$ cat src/rtl/pc_pkg.sv
// Shared field widths, routing defaults and word/destination types for the PC downstream path.
package pc_pkg;

    localparam int NPC_ROUTE = 5;
    localparam int NPC_CODE  = 7;
    localparam int NPC_DATA  = 20;
    localparam int PC_W      = NPC_ROUTE + NPC_CODE + NPC_DATA;

    localparam logic [NPC_ROUTE-1:0] LOCAL_RT_DEF = '0;
    localparam logic [NPC_CODE-1:0]  NBD_CODE_DEF = 7'd14;
    localparam logic [NPC_CODE-1:0]  FPGA_LO_DEF  = 7'd14;
    localparam logic [NPC_CODE-1:0]  FPGA_HI_DEF  = 7'd127;

    typedef struct packed {
        logic [NPC_ROUTE-1:0] route;
        logic [NPC_CODE-1:0]  code;
        logic [NPC_DATA-1:0]  data;
    } pc_word_t;

    typedef enum logic [1:0] {
        DST_BD,
        DST_FPGA,
        DST_GLOBAL,
        DST_DROP
    } dest_t;

endpackage

$ cat src/rtl/channel_fifo2.sv
// Two-entry valid/ack FIFO with occupancy count; push is ignored when full.
module channel_fifo2 #(
    parameter int WIDTH = 32
) (
    input  logic             clk,
    input  logic             reset,
    input  logic             push,
    input  logic [WIDTH-1:0] push_data,
    output logic             out_v,
    input  logic             out_a,
    output logic [WIDTH-1:0] out_d,
    output logic [1:0]       count
);

    logic [WIDTH-1:0] mem [2];
    logic             wr_ptr;
    logic             rd_ptr;
    logic             do_push;
    logic             do_pop;

    assign out_v   = (count != 2'd0);
    assign out_d   = mem[rd_ptr];
    assign do_push = push && (count != 2'd2);
    assign do_pop  = out_v && out_a;

    always_ff @(posedge clk) begin
        if (reset) begin
            wr_ptr <= 1'b0;
            rd_ptr <= 1'b0;
            count  <= 2'd0;
        end else begin
            if (do_push) wr_ptr <= ~wr_ptr;
            if (do_pop)  rd_ptr <= ~rd_ptr;
            count <= count + {1'b0, do_push} - {1'b0, do_pop};
        end
    end

    // Payload storage needs no reset: out_v masks stale entries.
    always_ff @(posedge clk) begin
        if (do_push) mem[wr_ptr] <= push_data;
    end

endmodule

$ cat src/rtl/pc_unpacker.sv
// Dispatches host PC words to BD, FPGA-config or global-route channels, each behind its own 2-deep buffer.
module pc_unpacker
    import pc_pkg::*;
#(
    parameter logic [NPC_ROUTE-1:0] LOCAL_RT = LOCAL_RT_DEF,
    parameter logic [NPC_CODE-1:0]  NBD_CODE = NBD_CODE_DEF,
    parameter logic [NPC_CODE-1:0]  FPGA_LO  = FPGA_LO_DEF,
    parameter logic [NPC_CODE-1:0]  FPGA_HI  = FPGA_HI_DEF
) (
    input  logic                 clk,
    input  logic                 reset,
    input  logic                 pc_in_v,
    output logic                 pc_in_a,
    input  logic [PC_W-1:0]      pc_in_d,
    output logic                 bd_out_v,
    input  logic                 bd_out_a,
    output logic [NPC_CODE-1:0]  bd_out_code,
    output logic [NPC_DATA-1:0]  bd_out_payload,
    output logic                 fpga_out_v,
    input  logic                 fpga_out_a,
    output logic [NPC_CODE-1:0]  fpga_out_code,
    output logic [NPC_DATA-1:0]  fpga_out_payload,
    output logic                 global_out_v,
    input  logic                 global_out_a,
    output logic [NPC_ROUTE-1:0] global_out_route,
    output logic [NPC_CODE-1:0]  global_out_code,
    output logic [NPC_DATA-1:0]  global_out_payload,
    output logic [15:0]          drop_count
);

    localparam int LW = NPC_CODE + NPC_DATA;

    // Compares are widened by one bit so a bound at the field maximum is not a constant compare.
    function automatic dest_t decode(input pc_word_t w);
        if (w.route != LOCAL_RT)                                  return DST_GLOBAL;
        if ({1'b0, w.code} < {1'b0, NBD_CODE})                    return DST_BD;
        if (({1'b0, w.code} >= {1'b0, FPGA_LO}) &&
            ({1'b0, w.code} <= {1'b0, FPGA_HI}))                  return DST_FPGA;
        return DST_DROP;
    endfunction

    pc_word_t      word;
    dest_t         dst;
    logic          room;
    logic          accept;
    logic [1:0]    bd_count;
    logic [1:0]    fpga_count;
    logic [1:0]    global_count;
    logic [LW-1:0] bd_d;
    logic [LW-1:0] fpga_d;
    logic [PC_W-1:0] global_d;
    logic [15:0]   drop_q;

    assign word = pc_word_t'(pc_in_d);
    assign dst  = decode(word);

    always_comb begin
        room = 1'b1;
        case (dst)
            DST_BD:     room = (bd_count != 2'd2);
            DST_FPGA:   room = (fpga_count != 2'd2);
            DST_GLOBAL: room = (global_count != 2'd2);
            default:    room = 1'b1;
        endcase
    end

    assign pc_in_a = !reset && room;
    assign accept  = pc_in_v && pc_in_a;

    channel_fifo2 #(.WIDTH(LW)) u_bd_fifo (
        .clk       (clk),
        .reset     (reset),
        .push      (accept && (dst == DST_BD)),
        .push_data ({word.code, word.data}),
        .out_v     (bd_out_v),
        .out_a     (bd_out_a),
        .out_d     (bd_d),
        .count     (bd_count)
    );

    channel_fifo2 #(.WIDTH(LW)) u_fpga_fifo (
        .clk       (clk),
        .reset     (reset),
        .push      (accept && (dst == DST_FPGA)),
        .push_data ({word.code, word.data}),
        .out_v     (fpga_out_v),
        .out_a     (fpga_out_a),
        .out_d     (fpga_d),
        .count     (fpga_count)
    );

    channel_fifo2 #(.WIDTH(PC_W)) u_global_fifo (
        .clk       (clk),
        .reset     (reset),
        .push      (accept && (dst == DST_GLOBAL)),
        .push_data (pc_in_d),
        .out_v     (global_out_v),
        .out_a     (global_out_a),
        .out_d     (global_d),
        .count     (global_count)
    );

    assign {bd_out_code, bd_out_payload}     = bd_d;
    assign {fpga_out_code, fpga_out_payload} = fpga_d;
    assign {global_out_route, global_out_code, global_out_payload} = global_d;

    always_ff @(posedge clk) begin
        if (reset) begin
            drop_q <= '0;
        end else if (accept && (dst == DST_DROP) && (drop_q != 16'hFFFF)) begin
            drop_q <= drop_q + 16'd1;
        end
    end

    assign drop_count = drop_q;

endmodule

$ cat config.mk
export PLATFORM = sky130hd
export DESIGN_NAME = pc_unpacker
export DESIGN_NICKNAME = d
export VERILOG_FILES = /design/src/rtl/pc_pkg.sv /design/src/rtl/channel_fifo2.sv /design/src/rtl/pc_unpacker.sv
export SDC_FILE = /design/constraint.sdc
export NUM_CORES = 1
export LEC_CHECK = 0
export ABC_CLOCK_PERIOD_IN_PS = 14000
export CAP_MARGIN = 10
export CORE_MARGIN = 2
export CORE_UTILIZATION = 50
export CTS_BUF_LIST = sky130_fd_sc_hd__clkbuf_4 sky130_fd_sc_hd__clkbuf_8
export DETAILED_ROUTE_END_ITERATION = 10
export PLACE_DENSITY = 0.78
export SYNTH_ARGS = -nofsm -noshare
export SYNTH_HDL_FRONTEND = slang
export SYNTH_SLANG_ARGS = --single-unit
$ cat constraint.sdc
create_clock -name clk -period 14 [get_ports clk]
set_clock_uncertainty 0.1 [all_clocks]
set_input_delay 2.8 -clock clk [delete_from_list [all_inputs] [get_ports clk]]
set_output_delay 2.8 -clock clk [all_outputs]
set_load 0.03 [all_outputs]
==> results.py <==
metrics = {
    "timing": {
        "setup_tns_ps": 0,
        "fin_ws_ps": 6002,
        "period_share": 0.5713,
        "worst_pin_slew_ps": 985.2,
        "grt_setup_unrepaired": "false",
        "setup_viol_count_final": 0,
        "slew-limit-headroom": 0.3432,
        "slew_violations": 0,
        "final_hold_viol_count": 0,
        "fmax_mhz": 125.0,
        "fin_crit_ps": 7998,
    },
    "setup_path": {
        "reg2reg_from": "u_global_fifo.count[0]",
        "max_stage_delay_ps": 730,
        "reg2reg_to": "u_global_fifo.mem[1][9]",
        "start_kind": "primary input",
        "crit_top_cell": "clkdlybuf4s50_1",
        "r2r_cells": 4,
        "crit_fanout": 7,
        "crit_path_top_delay_cell": "clkdlybuf4s50_1",
        "reg2reg_slack_ps": 11840,
        "crit_type": "in2out",
        "crit_chain": "clkdlybuf4s50_1 -> or3_1 -> a211o_1 -> a311oi_1 -> clkdlybuf4s50_1",
        "critPathCaptureType": "primary output",
        "worstPathRequired_ps": 11100,
        "cp.arrival_ps": 5100,
    },
    "route": {
        "dr.max_layer_used": "met4",
        "met1_length_um": 6257,
        "routed_wl_um": 14670,
        "route.met3.wl_um": 927,
        "dr_total_vias": 3921,
        "firstDrtPassIters": 6,
        "drtIter0Drc": 217,
        "vias_per_cell": 5.132,
        "wl_per_cell_um": 19.20,
        "ant_nets": 0,
        "drc": 0,
        "wl_met2_um": 7221,
    },
    "synthesis": {
        "synthArstFlopShare": 0,
        "synth_area_leaders": "edfxtp_1 (70%), mux2_2 (13%), dfxtp_1 (8.4%), nor2b_1 (1.6%), ha_1 (1.0%)",
        "yosys.area.top_type_share": 0.7024,
        "syn_avg_cell_area_um2": 19.00,
        "synth_fp_nets": 431,
        "yosysTopAreaCell": "edfxtp_1",
        "synth-seq-cells": 203,
        "ys_dominant_reg_cell": "edfxtp_1",
        "synth_edf_count": 172,
        "synth_cells": 387,
        "ys_types": 27,
        "ys_seq_area_frac": 0.7868,
        "synth-warning-count": 0,
        "netlist_area_mm2": 0.007353,
    },
    "clocking": {
        "worstSkewPairLatency_ps": 530,
        "cts.sinks": 203,
        "clk_path_buf_depth": 3,
        "htree_levels": 1,
        "cts_root_buf": "clkbuf_8",
        "cts_hold_buf": 0,
        "path_clk_slew_ps": 50,
        "cts_tree": "built",
        "post_cts_resized": 0,
        "cts_setup_buffers": 0,
        "numCtsBuffers": 31,
    },
    "place": {
        "dp_slack_ps": 6026,
        "dpl.hpwl_um": 8658,
        "dp.cells": 707,
        "portBuffers": 143,
        "gp_congestion": 0.6899,
        "dpl_cell_area_mm2": 0.009037,
    },
    "hold_path": {
        "whs_path_depth": 1,
        "worstHoldStart": "drop_count[11]",
        "hold_end": "drop_count[11]",
        "holdCritPathClass": "reg2reg",
    },
    "layout": {
        "nNetsFinal": 600,
        "final_cell_count_no_fill": 764,
        "design_area_mm2": 0.009713,
        "antenna_cells": 0,
        "drive_gt1_frac": 0.2759,
        "area_delta_synth_final_pct": 32.09,
    },
    "grt": {
        "grt_usage": 0.1872,
        "antenna_found_initial": 0,
        "grt_pass1_wl_um": 23050,
        "grt_max_degree": 39,
        "grt_pass1_vias": 4282,
        "overflow": 0,
    },
    "power": {
        "ir_drop_mv": 0.09486,
        "p_int_mw": 1.155,
        "p_seq_frac": 0.451,
        "leakagePower_nw": 3.331,
        "cellPowerDensity_mw_per_mm2": 162.4,
        "swShare": 0.2678,
        "clkPwrFrac": 0.322,
        "total_power_mw": 1.577,
        "power.switching_uw": 422.3,
        "comb_power_share": 0.227,
    },
    "die": {
        "core_area_mm2": 0.01442,
        "initial_utilization": 0.5098,
        "rows": 44,
        "io-pin-count": 144,
        "die_w_um": 125.3,
        "dieArea_mm2": 0.01569,
        "fp.dieH_um": 125.3,
    },
    "outcome": {
        "status": "complete, no violations",
    },
    "job": {
        "cap_violations": 0,
    },
}
registers in the layout (all words and copies together) (netlist names), named ones only:
register              flops
u_bd_fifo.mem            54
u_fpga_fifo.rd_ptr        1
u_bd_fifo.rd_ptr          1
u_global_fifo.wr_ptr      1
u_fpga_fifo.count         2
u_bd_fifo.count           2
u_global_fifo.count       2
drop_count               16
u_global_fifo.rd_ptr      1
u_bd_fifo.wr_ptr          1
u_fpga_fifo.wr_ptr        1
u_global_fifo.mem        64
u_fpga_fifo.mem          54
worst max-delay path, delay by kind of cell:
family	cells	cell delay, ps
compound gates	2	600
simple gates	1	430
buf+inv	2	1250
cells in the final DEF, fill, tap and decap left out, drive strengths merged, types with 6 or more instances in the layout:
master / n
ha: 6
clkdlybuf4s50: 143
and2: 6
nor2: 13
clkbuf: 56
dfxtp: 31
edfxtp: 172
nor2b: 19
mux2: 86
xnor2: 6
buf: 8
inv: 6
stage by stage:
stage	hold slack (ps)	util
after detailed placement	358.9	0.6266
final	371.1	0.6734
after CTS	369.3	0.6734
after floorplan	366.6	-
after global routing	378.6	0.6734
after global placement	354.3	0.6266
cell usage after synthesis, drive strengths merged, types with 4 or more instances:
cell type and n:
inv 6, nor2b 19, xnor2 6, ha 6, and2 6, clkbuf 7, dfxtp 31, xor2 4
mux2 86, edfxtp 172, buf 8, nor2 13
cells by family (layout without fill, tap and decap cells):
group                      after synthesis  after routing  share of synthesized area
AOI/OAI and AO/OA                        8              8                   0.007318
xor gates and xnor gates                10             10                    0.01191
DFF                                    203            203                     0.7868
buffers and inverters                   21            214                    0.01089
and+or+nand+nor                         53             53                    0.04118
muxes                                   86             86                     0.1317
adders and majority gates                6              6                    0.01021
worst max-delay path by stage:
| stage | cells after the start | startpoint | endpoint | slack (ps) |
|---|---|---|---|---|
| after floorplan | 4 | pc_in_d[28] | pc_in_a | 6780 |
| after global placement | 5 | pc_in_d[25] | pc_in_a | 6060 |
| after detailed placement | 5 | pc_in_d[25] | pc_in_a | 6030 |
| after CTS | 5 | pc_in_d[25] | pc_in_a | 5990 |
| after global routing | 5 | pc_in_d[25] | pc_in_a | 5890 |
| final | 5 | pc_in_d[25] | pc_in_a | 6000 |
final cells by class:
type / instances / area [µm²]
Sequential cell: 203 / 5787
Multi-Input combinational cell: 163 / 1506
Clock inverter: 1 / 30.03
Clock buffer: 56 / 645.6
Fill cell: 954 / 4711
Inverter: 6 / 22.52
Tap cell: 184 / 230.2
Timing Repair Buffer: 151 / 1491
routing by layer:
layer / vias up / global-route usage
li1: 1798 / -
met1: 1961 / 0.2392
met2: 136 / 0.3146
met3: 26 / 0.04921
met4: 0 / 0.06144
met5: - / 0
power by group through the flow:
stage | sequential [mW] | combinational (mW) | clock, mW
2_1_floorplan | 0.706 | 0.234 | 0
3_3_place_gp | 0.722 | 0.356 | 0
3_5_place_dp | 0.725 | 0.361 | 0
4_1_cts | 0.712 | 0.364 | 0.519
5_1_grt | 0.715 | 0.381 | 0.545
6_report | 0.711 | 0.358 | 0.507
(Power assumes the default switching activity.)
==> edit 1, RTL diff (config.mk and constraints unchanged) <==
`NPC_CODE`: 7 -> 8.
--- a/src/rtl/pc_pkg.sv
+++ b/src/rtl/pc_pkg.sv
@@ -3,5 +3,5 @@
 
     localparam int NPC_ROUTE = 5;
-    localparam int NPC_CODE  = 7;
+    localparam int NPC_CODE  = 8;
     localparam int NPC_DATA  = 20;
     localparam int PC_W      = NPC_ROUTE + NPC_CODE + NPC_DATA;
Interface: changed (resized bd_out_code, fpga_out_code, global_out_code and pc_in_d); port bits go from 144 to 148. The function was not compared with the original's and may differ.
==> edit 1 against the unedited design <==
  * Area after synthesis is 10% higher
  * Sequential cell count increased by 6
  * Wire length up 20%
  * Non-clock buffer count up 3
  * Power about the same
  * Clock power down 0.8%
  * Cell area increased by 8.0%
  * Worst setup slack lost 0.19 ns
==> edit 1: results (changes against the unedited design) <==
- Filler Cells Inserted: 1111 (+16%)
- Largest net degree at the start of global routing: 38 (-2.6%)
- Tap Count: 216 (+17%)
- Dpl cells: 824 (+17%)
- First-pass GRT wire length: 27210 um (+18%)
- # clk buffers: 47 (-16%)
- Cell Area, Placed: 9836 sq um (+8.8%)
- CP max FO: 12 (+5)
- H-tree depth: 2 (+1)
- DRT Pass-1 Iters: 5 (-1)
- IO Port Bufs: 147 (+2.8%)
- Seq/Total Area, Yosys: 0.7360 (-0.05077)
- Drt initial violations: 338 (+56%)
- Top Registers: u_global_fifo.mem: 66 flops, u_bd_fifo.mem: 56 flops, u_fpga_fifo.mem: 56 flops
- Sequential cell area: 5967 sq um (+3.1%)
- Synth Area per Inst: 17.21 sq um (-9.4%)
- Worst Tran Pin Value: 0.9905 ns (+0.005310 ns)
- CTS Buf Count: 35 (+13%)
- Synth cell types: 48 (+78%)
- Met2 Use GR: 0.3491 (+0.03454)
- Synth cell count leaders: 178 x edfxtp_1, 90 x mux2_2, 31 x dfxtp_1
- Clock-cell share: 0.06249 (-0.007068)
- Synth top area cells: edfxtp_1 66%, mux2_2 13%, dfxtp_1 7.7%
- Multi-input gate area: 2018 sq um (+34%)
- Vias per Instance: 5.316 (+3.6%)
- Seq_cells: 209 (+3.0%)
- WL final: 17580 um (+20%)
- P_leak: 3.544 nW (+6.4%)
- GRT met3 Usage: 0.05324 (+0.004032)
- Number of non-clock buffers in the layout: 154 (+2.0%)
- Nets: 691 (+15%)
- Vias in the first global route: 4949 (+16%)
- Clock latency on the worst-skew pair: 0.50 ns (-0.03 ns)
- All-layer global routing usage: 0.2030 (+0.01581)
- Layout cell share with drive strength beyond 1: 0.2485 (-0.02735)
- Flop-to-flop setup slack: 11.64 ns (-0.20 ns)
- Hold_ws: 0.4061 ns (+0.03503 ns)
- CP Data Arrival Time: 5.29 ns (+0.19 ns)
- Multi-input comb cells: 230 (+41%)
- GR Util met1: 0.2576 (+0.01838)
- Status: completed
- DR WL/cell: 19.80 um (+3.1%)
- EDFF count, synth: 178 (+3.5%)
- Invs w/o clock: 15 (+9)
- Syn nets: 517 (+20%)
- VDD IR-drop max: 103.4 uV (+9.0%)
edit 1: changes by cell type in the layout (fill, tap and decap cells not counted), moves of 6 or more:
cell	before	now
clkbuf_4	20	11
o31ai_1	0	7
inv_1	6	15
a21oi_1	2	13
edfxtp_1	172	178
nand3_1	0	7
nand2_1	0	6
nor2b_1	19	7
clkinv_1	0	11
edit 1: power breakdown:
part | total [mW] | switching (mW) | internal (mW)
sequential | 0.727 | 0.0245 | 0.702
clock | 0.503 | 0.233 | 0.270
combinational | 0.347 | 0.188 | 0.159
edit 1: metal layers:
layer / routed length (um) / vias to the layer above
met2: 8854 / 180
met4: 238 / 0
met1: 7262 / 2355
met5: 0 / -
met3: 1226 / 21
li1: - / 2165
edit 1: kinds of logic (layout without fill, tap and decap cells):
| logic type | after synthesis | count (layout) | synth area share |
|---|---|---|---|
| compound gates | 32 | 32 | 0.02578 |
| xor+xnor | 10 | 10 | 0.01081 |
| flops | 209 | 209 | 0.7360 |
| simple gates | 87 | 87 | 0.06900 |
| buf+inv | 32 | 233 | 0.01713 |
| fa+ha+maj | 7 | 7 | 0.01081 |
| mux | 94 | 94 | 0.1304 |
edit 1: through the flow:
step	worst slack [ns]	utilization
CTS	5.842	0.6604
global route	5.584	0.6604
floorplan	6.784	-
detailed placement	5.874	0.6192
global placement	5.895	0.6192
finish	5.815	0.6604
edit 1: path summary, 6_finish.rpt:
| kind | from | to |
|---|---|---|
| worst min register to register | drop_count[6] | drop_count[6] |
| worst max-delay path | pc_in_d[27] | pc_in_a |
| worst max register to register | drop_count[0] | drop_count[7] |
| worst min-delay path | drop_count[6] | drop_count[6] |
==> edit 2, RTL diff (same flow settings) <==
Without the edit above. Register the output `global_out_v`, cleared by the reset; this adds one clock of latency there. The other outputs are not delayed to match.
--- a/src/rtl/pc_unpacker.sv
+++ b/src/rtl/pc_unpacker.sv
@@ -30,4 +30,6 @@
 
     localparam int LW = NPC_CODE + NPC_DATA;
+
+    logic global_out_v_d;
 
     // Compares are widened by one bit so a bound at the field maximum is not a constant compare.
@@ -95,5 +97,5 @@
         .push      (accept && (dst == DST_GLOBAL)),
         .push_data (pc_in_d),
-        .out_v     (global_out_v),
+        .out_v     (global_out_v_d),
         .out_a     (global_out_a),
         .out_d     (global_d),
@@ -115,4 +117,12 @@
     assign drop_count = drop_q;
 
+    always_ff @(posedge clk) begin
+        if (reset) begin
+            global_out_v <= '0;
+        end else begin
+            global_out_v <= global_out_v_d;
+        end
+    end
+
 endmodule
 
Function: changed (a bounded check fails within 4 cycles, from zero or initial values and one cycle with reset high).
==> edit 2 against the unedited design <==
  * Combinational power fell by 1%
  * Power down 2.7%
  * Area after synthesis rose by 0.29%
  * Via count increased by 0.66%
  * Cell area down 0.52%
  * Wire length decreased by 0.89%
  * Sequential cell count is 1 higher
  * Synthesized cell count rose by 0.52%
  * Worst setup slack better by 0.0028 ns
  * Critical endpoint unchanged
==> edit 2: results (changes against the unedited design) <==
- Status: completed
- Synth Area in Adders: 0.01018 (-0.00002945)
- All-layer global routing usage: 0.1824 (-0.004755)
- First-pass GRT wire length: 22400 um (-2.8%)
- Flops & latches, synth: 204 (+0.49%)
- Clock-cell share: 0.06254 (-0.007020)
- Net switching power: 0.4270 mW (+1.1%)
- Multi-input gate share of total cell area: 0.1560 (+0.0009337)
- Synth Warn #: 0 (unchanged)
- Met2 Use GR: 0.2944 (-0.02014)
- Layout cell share with drive strength beyond 1: 0.2629 (-0.01298)
- Clock slew at reported path FFs: 0.05 ns (about the same)
- Setup bufs post-CTS: 0 (unchanged)
- DRT Pass-1 Iters: 4 (-2)
- Filler Cells Inserted: 978 (+2.5%)
- Worst Tran Pin Value: 0.9488 ns (-0.03633 ns)
- Sequential cell area share: 0.6009 (+0.005158)
- CTS Buf Count: 31 (unchanged)
- GR Util met1: 0.2495 (+0.01024)
- Met3 WL post-DR: 885 um (-4.5%)
- Via Count: 3947 (+0.66%)
- Synth cell count leaders: 172 x edfxtp_1, 86 x mux2_2, 32 x dfxtp_1
- P_leak: 3.294 nW (-1.1%)
- Non-clock buffering overhead: 0.1543 (+0.0007953)
- Syn nets: 433 (+0.46%)
- # clk buffers: 47 (-16%)
- Synth Area in Compound Gates: 0.007296 (-0.00002110)
- Synth cell types: 27 (unchanged)
- RePlAce Congestion: 0.6998 (+1.4%)
- Fin crit share: 0.5711 (about the same)
- Largest net degree at the start of global routing: 39 (unchanged)
- Nets: 602 (+0.33%)
- WL final: 14540 um (-0.89%)
- HPWL after detailed placement: 8511 um (-1.7%)
- CP max FO: 7 (unchanged)
- Synth top area cells: edfxtp_1 70%, mux2_2 13%, dfxtp_1 8.7%
- Mux cell area share after synthesis: 0.1313 (-0.0003799)
- Multi-input comb cells: 164 (+0.61%)
- Hold Vio Cnt, Final: 0 (unchanged)
- Vias in the first global route: 4143 (-3.2%)
- VDD IR-drop max: 89.85 uV (-5.3%)
- Met1 WL: 6424 um (+2.7%)
- Seq/Total Area, Yosys: 0.7872 (about the same)
- Met2 wire len: 6992 um (-3.2%)
- H-tree depth: 1 (unchanged)
## edit 2: changes by cell type after synthesis, sizes merged
cell and delta:
and2 -1, buf -5, clkbuf +5, dfxtp +1, nor2 +2, nor2b +1, or2 -1
## edit 2: power groups by stage
stage / clock network (mW) / logic (mW) / registers, mW
floorplan: 0 / 0.231 / 0.712
global placement: 0 / 0.353 / 0.729
detailed placement: 0 / 0.356 / 0.731
CTS: 0.477 / 0.358 / 0.719
global route: 0.505 / 0.373 / 0.721
finish: 0.463 / 0.354 / 0.718
## edit 2: worst register-to-register path, cell delays in order, from the launching register on
cell,delay [ns]
dfxtp_1,0.35
nand2b_1,0.16
o211ai_1,0.18
nor2_1,0.18
and2_2,0.80
## edit 2: logic make-up after synthesis
group,Yosys count
flops,204
mux,86
simple gates,54
buf+inv,21
xor+xnor,10
compound gates,8
fa+ha+maj,6
## edit 2: worst paths after layout
path                                   end  cells past startpoint                   start  slack [ns]
setup / recovery                   pc_in_a                      5             pc_in_d[25]        6.00
hold / removal              drop_count[15]                      1          drop_count[15]        0.37
setup reg to reg  u_global_fifo.mem[1][17]                      4  u_global_fifo.count[0]       11.84
hold reg to reg             drop_count[15]                      1          drop_count[15]        0.37
## edit 2: metrics by stage
| step | std cells | utilization | setup WS, ns | area (sq um) |
|---|---|---|---|---|
| 4_1_cts | 766 | 0.6674 | 6.016 | 9663 |
| 3_5_place_dp | 709 | 0.6256 | 6.050 | 9059 |
| 5_1_grt | 766 | 0.6674 | 5.915 | 9663 |
| 2_1_floorplan | 389 | - | 6.776 | 7375 |
| 3_3_place_gp | 709 | 0.6256 | 6.054 | 9059 |
| 6_report | 766 | 0.6674 | 6.005 | 9663 |
